[src/rtl/pc_unit_if.sv]
// pc_unit_if: control/status bundle between the decode/control side and the
// program-counter stage.
//   master modport : decode/control side (drives PCWre, pc_src, branch_taken,
//                    imm, rs1_data, halt_req; observes PC, state and counters)
//   slave modport  : pc_unit itself (the reverse directions)
interface pc_unit_if;
  logic        PCWre;
  logic [1:0]  pc_src;
  logic        branch_taken;
  logic [31:0] imm;
  logic [31:0] rs1_data;
  logic        halt_req;
  logic [31:0] curPC;
  logic [31:0] pc_plus4;
  logic        halted;
  logic        fault;
  logic [1:0]  fault_cause;
  logic [31:0] fault_pc;
  logic [31:0] cycle_cnt;
  logic [31:0] instret_cnt;

  modport master (
    output PCWre, pc_src, branch_taken, imm, rs1_data, halt_req,
    input  curPC, pc_plus4, halted, fault, fault_cause, fault_pc,
           cycle_cnt, instret_cnt
  );

  modport slave (
    input  PCWre, pc_src, branch_taken, imm, rs1_data, halt_req,
    output curPC, pc_plus4, halted, fault, fault_cause, fault_pc,
           cycle_cnt, instret_cnt
  );
endinterface

[src/rtl/pc_unit.sv]
// pc_unit: program-counter stage feeding instruction memory.
// Holds the PC, selects the next PC (PC+4, branch, JAL, JALR), checks the
// target for misalignment / out-of-range, and runs a RUN/HALT/FAULT state
// machine with run-cycle and retired-instruction counters.
// Ports:
//   CLK    : clock, rising edge
//   Reset  : synchronous active-low reset
//   bus    : pc_unit_if.slave (control inputs, PC/state/counter outputs)
// All outputs are registered except bus.pc_plus4 (curPC + 4).
module pc_unit #(
  parameter logic [31:0] RESET_PC   = 32'h0000_0000,
  parameter int          IMEM_WORDS = 128
) (
  input  logic       CLK,
  input  logic       Reset,
  pc_unit_if.slave   bus
);

  localparam logic [31:0] IMEM_LIMIT  = 32'(IMEM_WORDS * 4);

  localparam logic [1:0] SRC_SEQ  = 2'b00;
  localparam logic [1:0] SRC_BR   = 2'b01;
  localparam logic [1:0] SRC_JAL  = 2'b10;
  localparam logic [1:0] SRC_JALR = 2'b11;

  localparam logic [1:0] CAUSE_NONE  = 2'b00;
  localparam logic [1:0] CAUSE_ALIGN = 2'b01;
  localparam logic [1:0] CAUSE_RANGE = 2'b10;

  typedef enum logic [1:0] {
    ST_RUN   = 2'd0,
    ST_HALT  = 2'd1,
    ST_FAULT = 2'd2
  } state_e;

  // Classify a fetch target; misalignment wins over out-of-range.
  function automatic logic [1:0] target_cause(input logic [31:0] addr);
    logic [1:0] c;
    if (addr[1:0] != 2'b00) begin
      c = CAUSE_ALIGN;
    end else if (addr >= IMEM_LIMIT) begin
      c = CAUSE_RANGE;
    end else begin
      c = CAUSE_NONE;
    end
    return c;
  endfunction

  state_e      state_q, state_d;
  logic [31:0] pc_q, pc_d;
  logic [31:0] cycle_q, cycle_d;
  logic [31:0] instret_q, instret_d;
  logic [1:0]  fcause_q, fcause_d;
  logic [31:0] fpc_q, fpc_d;

  logic [31:0] seq_tgt_s;
  logic [31:0] rel_tgt_s;
  logic [31:0] jalr_tgt_s;
  logic [31:0] next_pc_s;
  logic [1:0]  next_cause_s;

  // Candidate targets and next-PC select.
  always_comb begin
    seq_tgt_s  = pc_q + 32'd4;
    rel_tgt_s  = pc_q + bus.imm;
    // JALR clears bit 0 only; bit 1 survives and is caught as misaligned.
    jalr_tgt_s = (bus.rs1_data + bus.imm) & 32'hFFFF_FFFE;
    next_pc_s  = seq_tgt_s;
    case (bus.pc_src)
      SRC_SEQ:  next_pc_s = seq_tgt_s;
      SRC_BR:   next_pc_s = bus.branch_taken ? rel_tgt_s : seq_tgt_s;
      SRC_JAL:  next_pc_s = rel_tgt_s;
      SRC_JALR: next_pc_s = jalr_tgt_s;
      default:  next_pc_s = seq_tgt_s;
    endcase
    next_cause_s = target_cause(next_pc_s);
  end

  // Next-state logic: stall > fault > halt > normal advance.
  always_comb begin
    state_d   = state_q;
    pc_d      = pc_q;
    cycle_d   = cycle_q;
    instret_d = instret_q;
    fcause_d  = fcause_q;
    fpc_d     = fpc_q;
    case (state_q)
      ST_RUN: begin
        cycle_d = cycle_q + 32'd1;
        if (!bus.PCWre) begin
          pc_d = pc_q;
        end else if (next_cause_s != CAUSE_NONE) begin
          // PC stays on the faulting instruction for debug.
          state_d  = ST_FAULT;
          fpc_d    = next_pc_s;
          fcause_d = next_cause_s;
        end else if (bus.halt_req) begin
          // The ECALL/EBREAK itself retires; PC stays on it.
          state_d   = ST_HALT;
          instret_d = instret_q + 32'd1;
        end else begin
          pc_d      = next_pc_s;
          instret_d = instret_q + 32'd1;
        end
      end
      ST_HALT: begin
        state_d = ST_HALT;
      end
      ST_FAULT: begin
        state_d = ST_FAULT;
      end
      default: begin
        state_d = ST_FAULT;
      end
    endcase
  end

  // State, PC, counters and fault capture registers.
  always_ff @(posedge CLK) begin
    if (!Reset) begin
      state_q   <= ST_RUN;
      pc_q      <= RESET_PC;
      cycle_q   <= 32'd0;
      instret_q <= 32'd0;
      fcause_q  <= CAUSE_NONE;
      fpc_q     <= 32'd0;
    end else begin
      state_q   <= state_d;
      pc_q      <= pc_d;
      cycle_q   <= cycle_d;
      instret_q <= instret_d;
      fcause_q  <= fcause_d;
      fpc_q     <= fpc_d;
    end
  end

  assign bus.curPC       = pc_q;
  assign bus.pc_plus4    = pc_q + 32'd4;
  assign bus.halted      = (state_q == ST_HALT);
  assign bus.fault       = (state_q == ST_FAULT);
  assign bus.fault_cause = fcause_q;
  assign bus.fault_pc    = fpc_q;
  assign bus.cycle_cnt   = cycle_q;
  assign bus.instret_cnt = instret_q;

endmodule

[src/flat_wrapper.sv]
// flat-port wrapper written by rule: the top's interface ports become plain ports
module pc_unit_flat 
#(
  parameter logic [31:0] RESET_PC   = 32'h0000_0000,
  parameter int          IMEM_WORDS = 128
)
  (CLK, Reset, bus_PCWre, bus_pc_src, bus_branch_taken, bus_imm, bus_rs1_data, bus_halt_req, bus_curPC, bus_pc_plus4, bus_halted, bus_fault, bus_fault_cause, bus_fault_pc, bus_cycle_cnt, bus_instret_cnt);
  pc_unit_if bus_i ();
  input  logic CLK;
  input  logic Reset;
  input wire logic [$bits(bus_i.PCWre)-1:0] bus_PCWre;
  input wire logic [$bits(bus_i.pc_src)-1:0] bus_pc_src;
  input wire logic [$bits(bus_i.branch_taken)-1:0] bus_branch_taken;
  input wire logic [$bits(bus_i.imm)-1:0] bus_imm;
  input wire logic [$bits(bus_i.rs1_data)-1:0] bus_rs1_data;
  input wire logic [$bits(bus_i.halt_req)-1:0] bus_halt_req;
  output wire logic [$bits(bus_i.curPC)-1:0] bus_curPC;
  output wire logic [$bits(bus_i.pc_plus4)-1:0] bus_pc_plus4;
  output wire logic [$bits(bus_i.halted)-1:0] bus_halted;
  output wire logic [$bits(bus_i.fault)-1:0] bus_fault;
  output wire logic [$bits(bus_i.fault_cause)-1:0] bus_fault_cause;
  output wire logic [$bits(bus_i.fault_pc)-1:0] bus_fault_pc;
  output wire logic [$bits(bus_i.cycle_cnt)-1:0] bus_cycle_cnt;
  output wire logic [$bits(bus_i.instret_cnt)-1:0] bus_instret_cnt;
  assign bus_i.PCWre = bus_PCWre;
  assign bus_i.pc_src = bus_pc_src;
  assign bus_i.branch_taken = bus_branch_taken;
  assign bus_i.imm = bus_imm;
  assign bus_i.rs1_data = bus_rs1_data;
  assign bus_i.halt_req = bus_halt_req;
  assign bus_curPC = bus_i.curPC;
  assign bus_pc_plus4 = bus_i.pc_plus4;
  assign bus_halted = bus_i.halted;
  assign bus_fault = bus_i.fault;
  assign bus_fault_cause = bus_i.fault_cause;
  assign bus_fault_pc = bus_i.fault_pc;
  assign bus_cycle_cnt = bus_i.cycle_cnt;
  assign bus_instret_cnt = bus_i.instret_cnt;
  pc_unit #(.RESET_PC(RESET_PC), .IMEM_WORDS(IMEM_WORDS)) u_core (.CLK(CLK), .Reset(Reset), .bus(bus_i));
endmodule
[config.mk]
export PLATFORM = sky130hd
export DESIGN_NAME = pc_unit_flat
export DESIGN_NICKNAME = d
export VERILOG_FILES = /design/src/rtl/pc_unit_if.sv /design/src/rtl/pc_unit.sv /design/src/flat_wrapper.sv
export SDC_FILE = /design/constraint.sdc
export NUM_CORES = 1
export LEC_CHECK = 0
export CORE_MARGIN = 1
export CORE_UTILIZATION = 52
export DETAILED_ROUTE_END_ITERATION = 12
export PLACE_DENSITY = 0.83
export SYNTH_ARGS = -nofsm -noshare
export SYNTH_HDL_FRONTEND = slang
export SYNTH_SLANG_ARGS = --single-unit
[constraint.sdc]
create_clock -name CLK -period 6.25 [get_ports CLK]
set_clock_uncertainty 0.1 [all_clocks]
set_input_delay 1.5625 -clock CLK [delete_from_list [all_inputs] [get_ports CLK]]
set_output_delay 1.5625 -clock CLK [all_outputs]
set_load 0.01 [all_outputs]
==> impl_metrics.csv <==
group,metric,value,unit
sta,post-route-period-util,0.948,
clock_network,postCtsSetupRepairBufs,0,
die,chipHeight,142,um
global_routing,first_global_vias,10600,
sta,setup_viol,0,
sta,finalHoldViolCount,0,
worst_setup_path,critical_path_class,"in2reg",
worst_setup_path,reg2reg_depth,14,
power_and_ir_drop,switchingPower,0.000774,W
layout,nNetsFinal,1720,
drt,vias,11600,
global_routing,antenna_found_initial,0,
clock_network,cts_tree,"yes",
clock_network,ctsResizeCount,0,
layout,layout-area-overhead-vs-synth,33.6,%
layout,finish.utilization,0.717,
worst_setup_path,crit_fanout,7,
worst_setup_path,crit_path_start_kind,"input pin",
clock_network,clockBufferDepth,2,
worst_setup_path,path_delay_family,"simple AND/OR/NAND/NOR gates",
worst_setup_path,arrival,6.19,ns
job,maxCapViolCount,0,
yosys,yosysWarnings,0,
clock_network,htree_levels,4,
global_routing,grt_use_total,0.366,
clock_network,cts-buffers-inserted,17,
drt,first_iter_violations,1008,
sta,finalMaxSlewViolations,0,
yosys,async_reset_ff_frac,0,
die,io_pins,235,
status,status,"finished, final reports clean",
clock_network,clock_latency,0.43,ns
worst_hold_path,min_delay_path_depth,2,
yosys,synth.distinct_cells,81,
layout,layout_common_cells,"clkdlybuf4s50_1, nand2_1, nor2_1",
worst_setup_path,crit_path_max_incr_delay,0.64,ns
worst_setup_path,critPathMostFrequentCell,"nand4_1",
yosys,synthCells,1344,
power_and_ir_drop,power_density,182,mW/mm^2
yosys,avgSynthCellArea,7.57,um^2
worst_setup_path,critPathBufInv,2,
power_and_ir_drop,p_sw_frac,0.314,
die,die_area,0.0201,mm^2
yosys,syn-cell-area,0.0102,mm^2
sta,fmax,0.169,GHz
sta,layout_min_cycle_time,5.93,ns
layout,num_antenna_cells,0,
worst_setup_path,slowest_stage,"or4_1",
drt,dr.pass1.iters,5,
power_and_ir_drop,ir_worst_vdd,0.189,mV
power_and_ir_drop,p_int,0.00169,W
clock_network,ctsHoldBuffers,0,
place,io_buffers,234,
power_and_ir_drop,p_leak,5.27,nW
clock_network,cts-root-buf,"clkbuf_16",
yosys,ys_seq_area_frac,0.260,
drt,drc,0,
die,dieWidth,142,um
worst_setup_path,required,6.51,ns
layout,layout-drive-gt1-share,0.0758,
drt,wl,37.1,mm
yosys,netlist.area_leader.share,0.260,
sta,rsz0062_at_grt,"no",
yosys,yosysTopAreaCell,"dfxtp_1",
place,place_congestion,1.01,
global_routing,grt_overflow,0,
power_and_ir_drop,power_frac_comb,0.229,
worst_setup_path,crit_path_end_kind,"flip-flop",
clock_network,clkTransAtPathRegs,0.06,ns
sta,slew-limit-headroom,0.188,
layout,layout_commonest_cell,"clkdlybuf4s50_1",
sta,tightest_slew,1.22,ns
drt,vias_per_cell,6.22,
yosys,synth_area_leaders,"dfxtp_1, ha_1, a21oi_1, nand2_1, xor2_1",
worst_setup_path,cp_cell_sequence,"clkdlybuf4s50_1 -> ha_1 -> nand4_1 -> and2_1 -> or4_1 -> a21oi_1 -> mux2i_1 -> nand3_1 -> nor3b_1 -> nand4_1 -> nor4_4 -> buf_4 -> nand4_1 -> or4_1 -> a21oi_1",
drt,drtAntennaViolNets,0,
yosys,synth_enable_flop_cells,0,
die,rows,50,
place,hpwl,28.7,mm
yosys,synth_seq_cells,132,
drt,wl_per_cell,20.0,um
die,initial_core_util,0.537,
die,coreArea,0.0190,mm^2
global_routing,grt_pass1_wl,57.3,mm
power_and_ir_drop,power_frac_clock,0.415,
power_and_ir_drop,p_seq_frac,0.356,
worst_hold_path,hp-class,"reg2reg",
yosys,dominantRegCellSynth,"dfxtp_1",
sta,tns,0,ns
yosys,synth_nets,1481,
worst_setup_path,worst-path-stages,15,
clock_network,cts.sink_count,132,
global_routing,grt_max_degree,71,
==> sequential cells by signal, summed over array words and instances, names as in the netlist <==
name	cells
u_core.bus.curPC	32
u_core.bus.fault_pc	32
u_core.state_q	2
u_core.bus.fault_cause	2
u_core.bus.instret_cnt	32
u_core.bus.cycle_cnt	32
==> worst register-to-register path: stages, from the launching register on <==
cell     delay [ns]
dfxtp_1        0.51
ha_1           0.38
a21oi_1        0.26
o21ai_1        0.17
a21oi_2        0.21
nand3_2        0.16
a221o_1        0.33
a211o_1        0.30
or4_1          0.56
nor4_1         0.30
and4_1         0.32
nand3_4        0.10
buf_12         0.19
or4_1          0.52
a21oi_1        0.18
==> area by class of cell <==
| type | instances | area, um^2 |
|---|---|---|
| clock buffers | 18 | 429 |
| multi-input cells | 1113 | 7120 |
| well taps | 260 | 325 |
| flip-flops and latches | 132 | 2640 |
| repair buffers | 295 | 2830 |
| fillers | 1555 | 5370 |
| clock inverters | 14 | 153 |
| inverters | 24 | 90.1 |
==> power groups by stage <==
stage | combinational (W) | sequential [W] | clock [W]
2_1_floorplan | 0.000304 | 0.000900 | 0
3_3_place_gp | 0.000547 | 0.000894 | 0
3_5_place_dp | 0.000551 | 0.000895 | 0
4_1_cts | 0.000554 | 0.000876 | 0.00102
5_1_grt | 0.000604 | 0.000879 | 0.00106
6_report | 0.000566 | 0.000877 | 0.00102
==> cell usage after synthesis, types with 8 or more instances <==
cell type and count:
nand2_1 138, nor2_1 135, dfxtp_1 132, a21oi_1 129
ha_1 64, clkbuf_1 59, xor2_1 59, o21ai_0 58
nand3_1 55, and3_1 47, xnor2_1 44, nor3_1 38
nand4_1 37, o31ai_1 25, or4_1 24, inv_1 23
nand2b_1 19, o21ai_1 16, a21o_1 15, o211ai_1 15
and4_1 14, or3_1 14, and2_1 13, mux2i_1 12
nor2b_1 12, a211oi_1 11, buf_2 9, a221oi_1 8
==> layer usage <==
layer  routed length (um)  vias to the layer above  track usage  share of wire
met2                17200                      587        0.605           0.46
met4                 1360                        0        0.155          0.037
li1                     -                     5441            -              -
met3                 2940                       90       0.0584          0.079
met1                15600                     5432        0.473           0.42
met5                    0                        -            0              0
==> metrics by stage <==
step | hold WS (ns) | total power [W] | std cells | setup WS (ns) | area, um^2
after detailed placement | 0.348 | 0.00145 | 1824 | 0.0124 | 13000
after global routing | 0.369 | 0.00254 | 1856 | 0.0230 | 13600
after floorplan | 0.378 | 0.00120 | 1344 | 1.08 | 10200
after global placement | 0.343 | 0.00144 | 1824 | 0.0551 | 13000
after CTS | 0.356 | 0.00245 | 1856 | 0.417 | 13600
final | 0.353 | 0.00247 | 1856 | 0.322 | 13600
==> logic make-up after synthesis <==
family,Yosys count,synth area share
XOR/XNOR,103,0.0887
flip-flops,132,0.260
buffers and inverters,99,0.0410
multiplexers,13,0.0129
adder cells (fa/ha/maj),66,0.0827
AO/OA/AOI/OAI,359,0.228
AND/OR/NAND/NOR,572,0.287
==> worst paths after layout <==
| path | start | endpoint | slack, ns |
|---|---|---|---|
| hold / removal | u_core.bus.fault_pc[18] | u_core.bus.fault_pc[18] | 0.35 |
| setup / recovery | bus_imm[2] | u_core.bus.instret_cnt[5] | 0.32 |
| setup reg to reg | u_core.bus.curPC[11] | u_core.bus.instret_cnt[29] | 1.60 |
| hold reg to reg | u_core.bus.fault_pc[18] | u_core.bus.fault_pc[18] | 0.35 |
No activity file was read; power rests on OpenSTA's default activity.
